### config.mk
export PLATFORM = sky130hd
export DESIGN_NAME = fetch_stage_flat
export DESIGN_NICKNAME = d
export VERILOG_FILES = /design/src/rtl/fetch_pkg.sv /design/src/rtl/fetch_stage_if.sv /design/src/rtl/if_id_reg.sv /design/src/rtl/fetch_stage.sv /design/src/flat_wrapper.sv
export SDC_FILE = /design/constraint.sdc
export NUM_CORES = 1
export LEC_CHECK = 0
export BUFFER_PORTS_ARGS = -buffer_cell sky130_fd_sc_hd__buf_4
export CORE_MARGIN = 2
export CORE_UTILIZATION = 39
export DETAILED_ROUTE_END_ITERATION = 12
export SYNTH_ARGS = -nofsm -noshare
export SYNTH_HDL_FRONTEND = slang
export SYNTH_HIERARCHICAL = 1
export SYNTH_SLANG_ARGS = --single-unit
### constraint.sdc
create_clock -name clk -period 2.05 [get_ports clk]
set_clock_uncertainty 0.15 [all_clocks]
set_input_delay 0.1025 -clock clk [delete_from_list [all_inputs] [get_ports clk]]
set_output_delay 0.1025 -clock clk [all_outputs]
set_load 0.005 [all_outputs]
### src/rtl/fetch_pkg.sv
// Shared constants for the instruction-fetch stage: FSM state codes, the
// NOP encoding used for IF/ID bubbles, and the sequential PC increment.
package fetch_pkg;

   localparam logic [1:0] FETCH = 2'd0;
   localparam logic [1:0] HELD  = 2'd1;
   localparam logic [1:0] DRAIN = 2'd2;

   localparam logic [31:0] NOP_INSTR = 32'h0000_0000;
   localparam int unsigned PC_STEP   = 4;

endpackage

### src/rtl/fetch_stage_if.sv
// Instruction-memory request/response handshake between the fetch stage
// (master) and a variable-latency instruction memory (slave).
interface fetch_stage_if #(
   parameter int unsigned PC_W    = 32,
   parameter int unsigned INSTR_W = 32
) ();

   logic               ImemReq;
   logic [PC_W-1:0]    ImemAddr;
   logic [INSTR_W-1:0] ImemRdata;
   logic               ImemValid;

   modport master (
      output ImemReq,
      output ImemAddr,
      input  ImemRdata,
      input  ImemValid
   );

   modport slave (
      input  ImemReq,
      input  ImemAddr,
      output ImemRdata,
      output ImemValid
   );

endinterface

### src/rtl/if_id_reg.sv
// Generic pipeline register slice: synchronous clear, stall-hold, and bubble
// (load all-zero) inputs, in that priority order.
module if_id_reg #(
   parameter int unsigned Width = 32
) (
   input  logic             clk,
   input  logic             clear_i,
   input  logic             stall_i,
   input  logic             bubble_i,
   input  logic [Width-1:0] d_i,
   output logic [Width-1:0] q_o
);

   logic [Width-1:0] data_q;

   always_ff @(posedge clk) begin
      if (clear_i) begin
         data_q <= '0;
      end else if (stall_i) begin
         data_q <= data_q;
      end else if (bubble_i) begin
         data_q <= '0;
      end else begin
         data_q <= d_i;
      end
   end

   assign q_o = data_q;

endmodule

### src/rtl/fetch_stage.sv
// MIPS instruction-fetch stage: owns PCF, drives the instruction-memory
// handshake, and feeds the IF/ID register; wrong-path fetches become bubbles.
module fetch_stage
   import fetch_pkg::*;
#(
   parameter int unsigned     PC_W     = 32,
   parameter int unsigned     INSTR_W  = 32,
   parameter logic [PC_W-1:0] PC_RESET = '0
) (
   input  logic               clk,
   input  logic               reset,
   input  logic               StallF,
   input  logic               StallD,
   input  logic               PCSrcD,
   input  logic [PC_W-1:0]    PCBranchD,
   fetch_stage_if.master      imem,
   output logic [PC_W-1:0]    PCF,
   output logic [INSTR_W-1:0] InstrD,
   output logic [PC_W-1:0]    PCPlus4D,
   output logic               ValidD
);

   logic [1:0]         state_q, state_d;
   logic [PC_W-1:0]    pcf_q, pcf_d;
   logic [PC_W-1:0]    old_addr_q, old_addr_d;
   logic [INSTR_W-1:0] buf_q, buf_d;

   logic               avail, redirect, consume;
   logic [INSTR_W-1:0] data;
   logic [PC_W-1:0]    pc_plus4;

   assign pc_plus4 = pcf_q + PC_W'(PC_STEP);
   assign avail    = ((state_q == FETCH) && imem.ImemValid) || (state_q == HELD);
   assign data     = (state_q == HELD) ? buf_q : imem.ImemRdata;
   assign redirect = PCSrcD && !StallD;
   assign consume  = avail && !StallF && !StallD && !redirect;

   assign imem.ImemReq  = !reset && ((state_q == FETCH) || (state_q == DRAIN));
   assign imem.ImemAddr = (state_q == DRAIN) ? old_addr_q : pcf_q;

   always_comb begin
      state_d    = state_q;
      pcf_d      = pcf_q;
      old_addr_d = old_addr_q;
      buf_d      = buf_q;
      if (redirect) begin
         pcf_d = PCBranchD;
         if ((state_q == FETCH) && !imem.ImemValid) begin
            // Request already issued to the old address; must absorb its response.
            old_addr_d = pcf_q;
            state_d    = DRAIN;
         end else if (state_q != DRAIN) begin
            state_d = FETCH;
         end
      end else if (consume) begin
         pcf_d   = pc_plus4;
         state_d = FETCH;
      end else if ((state_q == FETCH) && imem.ImemValid && StallF) begin
         buf_d   = imem.ImemRdata;
         state_d = HELD;
      end else if ((state_q == DRAIN) && imem.ImemValid) begin
         state_d = FETCH;
      end
   end

   always_ff @(posedge clk) begin
      if (reset) begin
         state_q    <= FETCH;
         pcf_q      <= PC_RESET;
         old_addr_q <= '0;
         buf_q      <= '0;
      end else begin
         state_q    <= state_d;
         pcf_q      <= pcf_d;
         old_addr_q <= old_addr_d;
         buf_q      <= buf_d;
      end
   end

   assign PCF = pcf_q;

   localparam int unsigned IfIdW = 1 + PC_W + INSTR_W;

   logic [IfIdW-1:0] if_id_d, if_id_q;

   assign if_id_d = consume ? {1'b1, pc_plus4, data} : {1'b0, {PC_W{1'b0}}, INSTR_W'(NOP_INSTR)};

   if_id_reg #(
      .Width (IfIdW)
   ) u_if_id_reg (
      .clk      (clk),
      .clear_i  (reset),
      .stall_i  (StallD),
      .bubble_i (!consume),
      .d_i      (if_id_d),
      .q_o      (if_id_q)
   );

   assign {ValidD, PCPlus4D, InstrD} = if_id_q;

endmodule

### src/flat_wrapper.sv
// flat-port wrapper written by rule: the top's interface ports become plain ports
module fetch_stage_flat import fetch_pkg::*;
#(
   parameter int unsigned     PC_W     = 32,
   parameter int unsigned     INSTR_W  = 32,
   parameter logic [PC_W-1:0] PC_RESET = '0
)
  (clk, reset, StallF, StallD, PCSrcD, PCBranchD, PCF, InstrD, PCPlus4D, ValidD, imem_ImemReq, imem_ImemAddr, imem_ImemRdata, imem_ImemValid);
  fetch_stage_if #(.PC_W(PC_W), .INSTR_W(INSTR_W)) imem_i ();
  input  logic clk;
  input  logic reset;
  input  logic StallF;
  input  logic StallD;
  input  logic PCSrcD;
  input  logic [PC_W-1:0] PCBranchD;
  output logic [PC_W-1:0] PCF;
  output logic [INSTR_W-1:0] InstrD;
  output logic [PC_W-1:0] PCPlus4D;
  output logic ValidD;
  output wire logic [$bits(imem_i.ImemReq)-1:0] imem_ImemReq;
  output wire logic [$bits(imem_i.ImemAddr)-1:0] imem_ImemAddr;
  input wire logic [$bits(imem_i.ImemRdata)-1:0] imem_ImemRdata;
  input wire logic [$bits(imem_i.ImemValid)-1:0] imem_ImemValid;
  assign imem_ImemReq = imem_i.ImemReq;
  assign imem_ImemAddr = imem_i.ImemAddr;
  assign imem_i.ImemRdata = imem_ImemRdata;
  assign imem_i.ImemValid = imem_ImemValid;
  fetch_stage #(.PC_W(PC_W), .INSTR_W(INSTR_W), .PC_RESET(PC_RESET)) u_core (.clk(clk), .reset(reset), .StallF(StallF), .StallD(StallD), .PCSrcD(PCSrcD), .PCBranchD(PCBranchD), .imem(imem_i), .PCF(PCF), .InstrD(InstrD), .PCPlus4D(PCPlus4D), .ValidD(ValidD));
endmodule
==> metrics.txt, run 1 <==
gr usage total=about 22%; Synth Area in XOR/XNOR=between 2 and 2.5%; placed inst area=slightly above 10,000 sq um; Routed Antenna Nets=0; Worst-Skew Late Latency=between 400 and 500 ps; number of detailed-route iterations in the first pass=4; worst-path cell chain=nand4_1, buf_4, buf_4, or4_4, o21a_1, o21ai_2, inv_1, nand2b_1, o22ai_2; initial antenna violation count=0; Final Hold Slack=between 300 and 400 ps; final worst setup slack=33.9 ps; Clk pin slew, worst setup/hold paths=70 ps; share of cells above drive strength 1=34.8%; Post-synth EDFFs=0; drt total wl=~25,000 microns; Simple-Gate Fraction of Synth Area=between 20 and 25%; design area=roughly 12,000 sq um; Cell Area, Synth=between 8000 and 9000 sq um; count of max-cap constraint violations=0; total die area=about 22,000 sq um; critical path depth in cells=9; vias in the first global route=about 7,500; Die X-Extent=around 150 microns; Synth cell types=49; async set-reset flop share out of synthesis=0%; Core Box Area=just over 20,000 sq um; H-Tree Depth=4; worst path required time=approximately 2200 ps; Synth Register Bits=163; Leak=a little under 5 nW; hpwl dp=around 16,000 microns; pre-CTS WS=7.08 ps; via count=a little under 8,000; Residual DRC=0; Slew Viols, Final=0; CTS Buffer Depth=2; worst-path maximum fanout=4; CTS buffer count=17; Worst path most repeated cell=buf_4; Port Buf Inserts=199; reg2reg path depth=9; path type of the worst setup path=flop to flop; worst slew pin tran=around 400 ps; CP top delay family=simple AND/OR/NAND/NOR gates; antenna cells=0; VDD IR-drop max=around 540 uV; final worst-path cycle share=between 90% and 100%; DRT iter0 DRCs=between 400 and 500; fin nets=around 1,300; first-pass GRT wire length=around 39,000 microns; final setup vio count=0; Worst Setup SP=u_core/PCF[21]$_SDFFE_PP0P_; Synth Flop Type=dfxtp_1; Synth Instances=~980; Pwr Density=roughly 620 nW/um^2; row cnt=52; Remaining Overflow, GRT=0; largest net degree at the start of global routing=83; min-delay src=u_core/old_addr_q[26]$_SDFFE_PP0P_; mux share of post-synthesis cell area=~8.3%; largest family of logic cells by synthesized area=simple AND/OR/NAND/NOR gates; Initial Util=approximately two fifths; RSZ-0062 raised after global routing=true; Arr. time, crit path=about 2200 ps; GP Congestion=approximately 0.85; relative slew slack=roughly three quarters; CTS tree=yes; crit path capture type=flop; yosys synthesis warning count=6; Hold Fails Final Rpt=0; Bufs and invs on worst path=3; fmax=between 400 and 500 MHz; Chip Height=149 microns; slowest stage delay, CP=about 420 ps; part of the Yosys area used for sequential elements=39.9%; area grow syn2layout=45.4%; boundary pin count=200; crit start category=flop; root buf cell=clkbuf_16; Worst R2R Start=u_core/PCF[21]$_SDFFE_PP0P_; drt wl/cell=around 16 microns; Hold/Removal Path Class=flop to flop; synthesized area per cell=around 8.4 sq um; post-synthesis compound-gate area fraction=between 10% and 20%; clk sinks=between 150 and 200; adder-cell share of the synthesized area=0.153%; status=finished, final reports clean; CP max-delay cell=or4_4; Hold Path Cell Cnt=2; fin crit period=between 2000 and 2500 ps; syn nets=~1,000; Vias/cell=~5
cell families after synthesis:
family / Yosys count
simple gates: 415
fa+ha+maj: 1
mux: 64
compound gates: 205
flops: 163
xor+xnor: 23
buf+inv: 105
layer usage:
layer	part of all wire, %	vias to the layer above	GRT usage [%]	wire, microns
li1	-	3882	-	-
met1	45	3676	28.7	11300
met2	49	205	38.4	12400
met3	4.9	16	3.58	1230
met4	1.2	0	5.81	312
met5	0	-	0	0
through the flow:
stage | TNS [ps] | std cells | utilization (%) | total power (W)
floorplan | -22.5 | 976 | - | 0.00382
global placement | 0 | 1427 | 50.5 | 0.00423
detailed placement | 0 | 1427 | 50.5 | 0.00423
CTS | 0 | 1532 | 57.0 | 0.00745
global route | -363 | 1542 | 58.2 | 0.00768
finish | 0 | 1542 | 58.2 | 0.00738
where the power goes:
group          switching (W)  internal, W  total [W]
Sequential         0.0000417      0.00324    0.00328
Clock                0.00133      0.00174    0.00307
Combinational       0.000502     0.000538    0.00104
flip-flops by register name, summed over array words and instances, names as in the netlist:
| name | count |
|---|---|
| u_core/PCF | 32 |
| u_core/buf_q | 32 |
| u_core/old_addr_q | 32 |
| u_core/state_q | 2 |
| u_core/u_if_id_reg/q_o | 65 |
placed cells by master (no fill, tap or decap), types with 4 or more instances in the layout:
master	n
nor2_1	74
inv_1	17
a21oi_1	80
buf_4	256
nand4_1	8
clkinv_2	5
dfxtp_2	14
and3_1	5
dlygate4sd3_1	73
buf_12	15
nand3_1	11
a22oi_1	20
nand2_1	214
mux2i_1	32
a31oi_1	7
or3_1	4
mux2_4	14
o22ai_1	15
o21ai_0	5
nand2b_1	69
xor2_1	11
nor3_1	4
clkbuf_16	19
xnor2_1	10
nor4_2	5
mux2_2	18
dfxtp_1	149
o22ai_2	60
final timing paths:
path                                              to  slack, ps
min reg2reg       u_core/old_addr_q[26]$_SDFFE_PP0P_        300
min               u_core/old_addr_q[26]$_SDFFE_PP0P_        300
max          u_core/u_if_id_reg/q_o[58]$_SDFFE_PP0N_         30
max reg2reg  u_core/u_if_id_reg/q_o[58]$_SDFFE_PP0N_         30
final cells by class:
type | instances | area, sq um
Clock inverter | 12 | 105
Multi-Input combinational cell | 708 | 4560
Tap cell | 270 | 338
Sequential cell | 163 | 3280
Fill cell | 1888 | 8540
Inverter | 18 | 72.6
Timing Repair Buffer | 351 | 3080
Clock buffer | 20 | 457
tightest hold or removal path, delay by kind of cell, from the launching register on:
kind               cells  cell delay [ps]
and+or+nand+nor        1               50
AOI/OAI and AO/OA      1               50
DFF                    1              310
synth_stat cells, types with 2 or more instances:
cell | instances | area share, %
nor2_1 | 74 | 3.4
dfxtp_1 | 163 | 40
nand2b_1 | 72 | 5.5
inv_1 | 17 | 0.78
a221oi_1 | 3 | 0.32
o22ai_1 | 15 | 1.1
buf_1 | 3 | 0.14
buf_2 | 30 | 1.8
nor2b_1 | 2 | 0.15
a2bb2oi_1 | 2 | 0.21
a22oi_1 | 20 | 1.8
and2_1 | 2 | 0.15
o21ai_1 | 4 | 0.24
or3_1 | 4 | 0.31
nand3_1 | 12 | 0.73
nand2_1 | 214 | 9.8
xnor2_1 | 10 | 1.1
or4_1 | 2 | 0.18
o21ai_0 | 6 | 0.37
a31oi_1 | 7 | 0.54
buf_6 | 9 | 1.2
o31a_1 | 3 | 0.32
or2_2 | 2 | 0.15
and3_1 | 5 | 0.38
xor2_1 | 13 | 1.4
and4_1 | 2 | 0.21
a21oi_1 | 81 | 5.0
mux2i_1 | 32 | 3.9
clkbuf_1 | 38 | 1.7
o22ai_2 | 60 | 9.2
nor4_1 | 5 | 0.38
mux2_1 | 2 | 0.28
mux2_2 | 30 | 4.1
buf_4 | 6 | 0.55
nor3_1 | 4 | 0.24
or2_1 | 2 | 0.15
nand4_1 | 8 | 0.61
timing repair:
action                     in CTS  in global routing
pin swaps                       0                 12
hold endpoints to repair      111                  1
buffers inserted                0                  7
setup endpoints to repair      32                 30
cloned                          1                  2
hold buffers                   72                  1
gates resized for setup         7                 37
Note: power is estimated with default switching activity, not from simulation.
==> run 2, diff against run 1 <==
--- a/config.mk
+++ b/config.mk
@@ -5,6 +5,7 @@
 export SDC_FILE = /design/constraint.sdc
 export NUM_CORES = 1
 export LEC_CHECK = 0
+export ABC_AREA = 1
 export BUFFER_PORTS_ARGS = -buffer_cell sky130_fd_sc_hd__buf_4
 export CORE_MARGIN = 2
 export CORE_UTILIZATION = 39
==> run 2 against run 1 <==
Net effect:
- sequential power rose by 3%
- core utilization fell by 1.5 points
- setup slack improved by 19 ps
- count of clock-buffer cells in the layout rose by 2
- design area fell by 6.6%
==> metrics.txt, run 2 <==
gr usage total=25.0% (+2.9 points); WHS Endpoint=u_core/u_if_id_reg/q_o[63]$_SDFFE_PP0N_; number of detailed-route iterations in the first pass=5 (+1); clk sinks=163 (unchanged); utilization of the core after routing=56.7% (-1.5 points); Clk pin slew, worst setup/hold paths=70 ps (about the same); Worst path most repeated cell=buf_4; fmax=501 MHz (+0.97%); boundary pin count=200 (unchanged); top post-synthesis cells by area=dfxtp_1 42%, nand2_1 17%, a21oi_1 9.1%; hpwl dp=18,300 microns (+12%); count of max-cap constraint violations=0 (unchanged); Leak=4.83 nW (-1.5%); Final Hold Slack=313 ps (+8.42 ps); worst-path cell chain=buf_6, nor2_4, buf_12, buf_4, buf_16, o21ai_1, buf_4; area grow syn2layout=41.7%; vias in the first global route=7,802 (+3.8%); min-delay src=u_core/u_if_id_reg/q_o[63]$_SDFFE_PP0N_; top-area cell type share of the netlist area=41.6% (+1.8 points); via count=8,684 (+12%); Hold Fails Final Rpt=0 (unchanged); part of the Yosys area used for sequential elements=41.6% (+1.8 points); synthesized area per cell=6.53 sq um (-22%); Synth cell types=29 (-41%); FF-to-FF End=u_core/u_if_id_reg/q_o[24]$_SDFFE_PP0N_; final setup vio count=0 (unchanged); antenna cells=0 (unchanged); CTS Buffer Depth=2 (unchanged); Routed Antenna Nets=0 (unchanged); post-route setup TNS=0 ps (unchanged); Core Box Area=19,600 sq um (-4.1%); largest net degree at the start of global routing=53 (-36%); drt wl/cell=15.5 microns (-5.2%); root buf cell=clkbuf_16; final worst setup slack=53.3 ps (+19.4 ps); Initial Util=40.0% (-0.041 points); first-pass GRT wire length=43,000 microns (+9.9%); final worst-path cycle share=97.4% (-0.95 points); Slew Viols, Final=0 (unchanged); crit start category=flop; fin nets=1,532 (+15%); Residual DRC=0 (unchanged); syn nets=1,271 (+21%); DRT iter0 DRCs=734 (+70%); Worst R2R Start=u_core/state_q[1]$_SDFFE_PP0P_; Pwr Density=691 nW/um^2 (+11%); Bufs and invs on worst path=5 (+2); Remaining Overflow, GRT=0 (unchanged); Vias/cell=4.99 (-1.0%); yosys synthesis warning count=6 (unchanged); RSZ-0062 raised after global routing=false; GP Congestion=0.935 (+11%); R2R setup slack=200 ps (+170 ps); Hold Path Cell Cnt=2 (unchanged); CTS buffer count=17 (unchanged); pre-CTS WS=194 ps (+186 ps); VDD IR-drop max=701 uV (+30%); relative slew slack=60.6% (-13 points); initial antenna violation count=0 (unchanged); Commonest cells post-synth=360 x nand2_1, 163 x dfxtp_1, 157 x nor2_1, 142 x a21oi_1, 90 x nand3_1; worst slew pin tran=590 ps (+197 ps); Worst-Skew Late Latency=420 ps (about the same); CTS tree=yes; Tot Pwr=0.00768 W (+4.0%); drt total wl=27,000 microns (+6.9%); Synth Instances=1,200 (+23%); Synth Register Bits=163 (unchanged); status=finished, final reports clean; Synth Flop Type=dfxtp_1; async set-reset flop share out of synthesis=0% (unchanged); max reg flops=65 (unchanged); crit path capture type=output pin; FF/Latch Area=3270 sq um (-0.42%); worst path required time=1800 ps (-400 ps); multi-input gate area in the final layout=3890 sq um (-15%); most common cell after layout, fill and taps aside=nand2_1; Hold/Removal Path Class=flop to flop; worst-path maximum fanout=13 (+9); Cell Area, Synth=7840 sq um (-4.2%); path type of the worst setup path=flop to output pin; H-Tree Depth=4 (unchanged); Die X-Extent=146 microns (-2.1%); Arr. time, crit path=1740 ps (-430 ps); Yosys top cell by area=dfxtp_1; reg2reg path depth=9 (unchanged); CP top delay family=buffers and inverters; share of cells above drive strength 1=21.2% (-14 points); Port Buf Inserts=199 (unchanged); total die area=21,200 sq um (-4.1%); fin crit period=2000 ps (-19.4 ps); row cnt=51 (-1.9%); Chip Height=146 microns (-2.1%); slowest stage delay, CP=380 ps (-40 ps); CP max-delay cell=dfxtp_1; most frequent cells in the layout=359 x nand2_1, 236 x buf_4, 162 x dfxtp_1, 154 x nor2_1, 142 x a21oi_1; Post-synth EDFFs=0 (unchanged); most frequent cell after synthesis=nand2_1; fill count=1,954 (+3.5%)
[run 2: cell types whose count changed in the layout (fill, tap and decap cells not counted), sizes merged, moves of 8 or more]
cell / delta
a21oi: +62
a22oi: -20
buf: -28
inv: +64
mux2: -32
mux2i: -32
nand2: +152
nand2b: -72
nand3: +78
nor2: +94
o21ai: +80
o22ai: -75
xnor2: -8
xor2: -8
[run 2: kinds of logic (layout without fill, tap and decap cells)]
logic type | Yosys count | in the layout | share of synthesized area, %
compound gates | 239 | 239 | 15.6
fa+ha+maj | 1 | 1 | 0.160
xor+xnor | 7 | 7 | 0.783
flops | 163 | 163 | 41.6
simple gates | 630 | 630 | 32.8
buf+inv | 160 | 434 | 9.05
[run 2: what timing repair did]
action / in CTS / in global routing
setup endpoints to repair: 24 / 27
cloned: 4 / 0
pin swaps: 1 / 1
endpoints found under the hold margin: 97 / 2
setup buffers: 6 / 0
gates resized for setup: 16 / 10
hold buffers: 68 / 1
[run 2: worst register-to-register path, cell delays in order (launching register included)]
cell and delay (ps):
dfxtp_4 360, clkinv_4 50, buf_4 100, o21ai_2 60, nor3_1 170, nand2_2 180, buf_4 300, a21oi_1 190
nand2_1 70, a21oi_1 150
[run 2: final cells by class]
type / count / area share [%]
Tap cell: 265 / 2.99
Clock buffer: 22 / 4.36
Timing Repair Buffer: 316 / 24.3
Timing Repair inverter: 1 / 0.0676
Sequential cell: 163 / 29.4
Inverter: 85 / 2.95
Clock inverter: 10 / 0.901
Multi-Input combinational cell: 877 / 35.0
[run 2: layer usage]
| layer | share of wire [%] | vias to the layer above | global-route usage [%] |
|---|---|---|---|
| li1 | - | 4347 | - |
| met1 | 48 | 4004 | 36.7 |
| met2 | 44 | 311 | 38.1 |
| met3 | 6.7 | 22 | 4.36 |
| met4 | 1.2 | 0 | 6.08 |
| met5 | 0 | - | 0 |
[run 2: per-stage QoR]
step,cell area [sq um],instances
5_1_grt,11100,1739
3_5_place_dp,9660,1629
4_1_cts,11100,1738
3_3_place_gp,9660,1629
6_report,11100,1739
2_1_floorplan,7840,1200
[run 2: power by group]
part	switching, W	internal (W)
clock	0.00135	0.00181
sequential	0.0000875	0.00328
combinational	0.000620	0.000530
total	0.00205	0.00562
[run 2: how the worst max path moves through the flow]
stage,startpoint,endpoint,slack (ps),cells after the start
2_1_floorplan,u_core/state_q[1]$_SDFFE_PP0P_,u_core/u_if_id_reg/q_o[34]$_SDFFE_PP0N_,210,11
3_3_place_gp,u_core/state_q[1]$_SDFFE_PP0P_,imem_ImemAddr[7],220,8
3_5_place_dp,u_core/PCF[2]$_SDFFE_PP0P_,u_core/u_if_id_reg/q_o[60]$_SDFFE_PP0N_,190,11
4_1_cts,u_core/state_q[0]$_SDFFE_PP0P_,imem_ImemAddr[23],40,7
5_1_grt,u_core/state_q[0]$_SDFFE_PP0P_,imem_ImemAddr[29],2,7
6_report,u_core/state_q[0]$_SDFFE_PP0P_,imem_ImemAddr[17],50,7
==> run 3, diff against run 2 <==
==> constraint.sdc (replaced) <==
create_clock -name clk -period 2.25 [get_ports clk]
set_clock_uncertainty 0.15 [all_clocks]
set_input_delay 0.1125 -clock clk [delete_from_list [all_inputs] [get_ports clk]]
set_output_delay 0.1125 -clock clk [all_outputs]
set_load 0.005 [all_outputs]
==> run 3 against run 2 <==
Net effect:
- design area shrank 1.7%
- critical path depth grew 2
- global-route usage shrank 0.64 points
- first-iteration DRC count shrank 0.41%
- largest cell class unchanged
==> metrics.txt, run 3 (synthesis results as in run 2) <==
vias in the first global route=7,859 (+0.73%); path type of the worst setup path=input pin to flop; DRT iter0 DRCs=731 (-0.41%); most frequent cells in the layout=359 x nand2_1, 225 x buf_4, 163 x dfxtp_1, 156 x nor2_1, 142 x a21oi_1; max reg flops=65 (unchanged); largest net degree at the start of global routing=75 (+42%); placed inst area=9580 sq um (-0.88%); Vias/cell=5.00 (+0.14%); net switching power=0.00197 W (-3.9%); Clk pin slew, worst setup/hold paths=70 ps (about the same); Int Pwr=0.00510 W (-9.3%); final worst-path cycle share=between 90% and 100%; final cell count without fillers=1,725 (-0.81%); worst slew pin tran=526 ps (-64.5 ps); fin crit period=between 2000 and 2500 ps; Slew Viols, Final=0 (unchanged); Arr. time, crit path=2330 ps (+590 ps); status=finished, final reports clean; Port Buf Inserts=199 (unchanged); Routed Antenna Nets=0 (unchanged); total die area=21,200 sq um (unchanged); number of detailed-route iterations in the first pass=5 (unchanged); row cnt=51 (unchanged); worst path required time=2470 ps (+670 ps); share of cells above drive strength 1=20.1% (-1.1 points); Worst-Skew Late Latency=430 ps (about the same); WHS Endpoint=u_core/PCF[5]$_SDFFE_PP0P_; post-CTS setup buffers=0 (-6); Worst R2R Start=u_core/PCF[6]$_SDFFE_PP0P_; CTS tree=yes; via count=8,626 (-0.67%); Core Box Area=19,600 sq um (unchanged); Initial Util=40.0% (unchanged); Hold Path Cell Cnt=5 (+3); area grow syn2layout=39.3%; H-Tree Depth=4 (unchanged); post-route setup TNS=0 ps (unchanged); FF-to-FF End=u_core/u_if_id_reg/q_o[43]$_SDFFE_PP0N_; Hold Fails Final Rpt=0 (unchanged); reg2reg path depth=9 (unchanged); first-pass GRT wire length=42,000 microns (-2.4%); Clk pwr share=42.7% (+1.6 points); crit path capture type=flop; VDD IR-drop max=537 uV (-23%); Net Sw Frac=27.9% (+1.2 points); placed insts=1,621 (-0.49%); drt wl/cell=15.7 microns (+1.1%); RSZ-0062 raised after global routing=false; GP Congestion=0.939 (+0.47%); antenna cells=0 (unchanged); CTS Buffer Depth=2 (unchanged); relative slew slack=64.9% (+4.3 points); fin nets=1,518 (-0.91%); initial antenna violation count=0 (unchanged); gr usage total=24.4% (-0.64 points); most common cell after layout, fill and taps aside=nand2_1; Chip Height=146 microns (unchanged); Pwr Density=648 nW/um^2 (-6.3%); Remaining Overflow, GRT=0 (unchanged); Die X-Extent=146 microns (unchanged); final setup vio count=0 (unchanged); Leak=4.75 nW (-1.6%); worst-path maximum fanout=27 (+14); fmax=between 400 and 500 MHz; clk sinks=163 (unchanged); boundary pin count=200 (unchanged); CTS buffer count=17 (unchanged); Reg power frac=43.5% (-0.4 points); hpwl dp=18,300 microns (+0.21%); count of max-cap constraint violations=0 (unchanged); drt total wl=27,000 microns (+0.29%); crit start category=input pin; Logic pwr share=13.8% (-1.2 points); R2R setup slack=270 ps (+70 ps); Residual DRC=0 (unchanged); min-delay src=PCSrcD; design area=10,900 sq um (-1.7%); root buf cell=clkbuf_16; Hold/Removal Path Class=input pin to flop
run 3: cell types whose count changed in the layout (fill, tap and decap cells not counted), moves of 2 or more:
cell,delta
buf_12,-3
buf_16,-3
buf_4,-11
clkbuf_8,-4
clkinv_4,-3
clkinvlp_4,-3
inv_6,+6
inv_8,+2
nor2_1,+2
nor2_2,-2
o21ai_0,+12
o21ai_1,-12
run 3: layout make-up:
cell class	count	area, sq um
Timing Repair inverter	1	7.51
Clock inverter	14	165
Fill cell	1960	8670
Multi-Input combinational cell	877	3880
Timing Repair Buffer	302	2520
Clock buffer	18	429
Sequential cell	163	3260
Inverter	85	324
Tap cell	265	332
run 3: layer usage:
metal,GRT usage (%),wire length [microns]
met4,6.57,446
met1,35.5,12900
met2,36.1,11700
met3,5.55,2030
met5,0,0
run 3: per-stage QoR:
stage / setup slack [ps] / hold WS [ps] / total power, W / util (%)
5_1_grt: 17.8 / 134 / 0.00735 / 55.7
3_5_place_dp: 321 / 235 / 0.00399 / 48.9
6_report: 141 / 89.1 / 0.00707 / 55.7
3_3_place_gp: 350 / 230 / 0.00398 / 48.9
2_1_floorplan: 412 / 106 / 0.00359 / -
4_1_cts: 67.3 / 77.1 / 0.00708 / 55.5
run 3: worst max path at each step:
stage                     slack [ps]                            from  cells past startpoint                                 endpoint
after floorplan                  410  u_core/state_q[1]$_SDFFE_PP0P_                     11  u_core/u_if_id_reg/q_o[34]$_SDFFE_PP0N_
after global placement           350     u_core/PCF[15]$_SDFFE_PP0P_                     10  u_core/u_if_id_reg/q_o[59]$_SDFFE_PP0N_
after detailed placement         320      u_core/PCF[2]$_SDFFE_PP0P_                     11  u_core/u_if_id_reg/q_o[60]$_SDFFE_PP0N_
after CTS                         70  u_core/state_q[0]$_SDFFE_PP0P_                      5                        imem_ImemAddr[31]
after global routing              20  u_core/state_q[1]$_SDFFE_PP0P_                      7                         imem_ImemAddr[7]
final                            140                          StallD                      9               u_core/PCF[0]$_SDFFE_PP0P_
run 3: timing repair:
action                                  CTS  global route
resized for setup                         0             5
hold buffers                             70             0
endpoints found under the hold margin   108             0
endpoints found under the setup margin    0            15
run 3: power by group through the flow:
stage / clock network (W) / logic (W) / registers [W]
floorplan: 0 / 0.000469 / 0.00312
global placement: 0 / 0.000844 / 0.00314
finish: 0.00302 / 0.000973 / 0.00308
detailed placement: 0 / 0.000848 / 0.00314
CTS: 0.00305 / 0.000947 / 0.00308
global route: 0.00319 / 0.00107 / 0.00309
run 3: worst max-delay path: stages:
cell and delay, ps:
dlygate4sd3_1 540, buf_4 230, inv_2 100, nand2_2 160
inv_2 150, buf_6 250, nand2_1 90, a21oi_1 130
dlygate4sd3_1 550
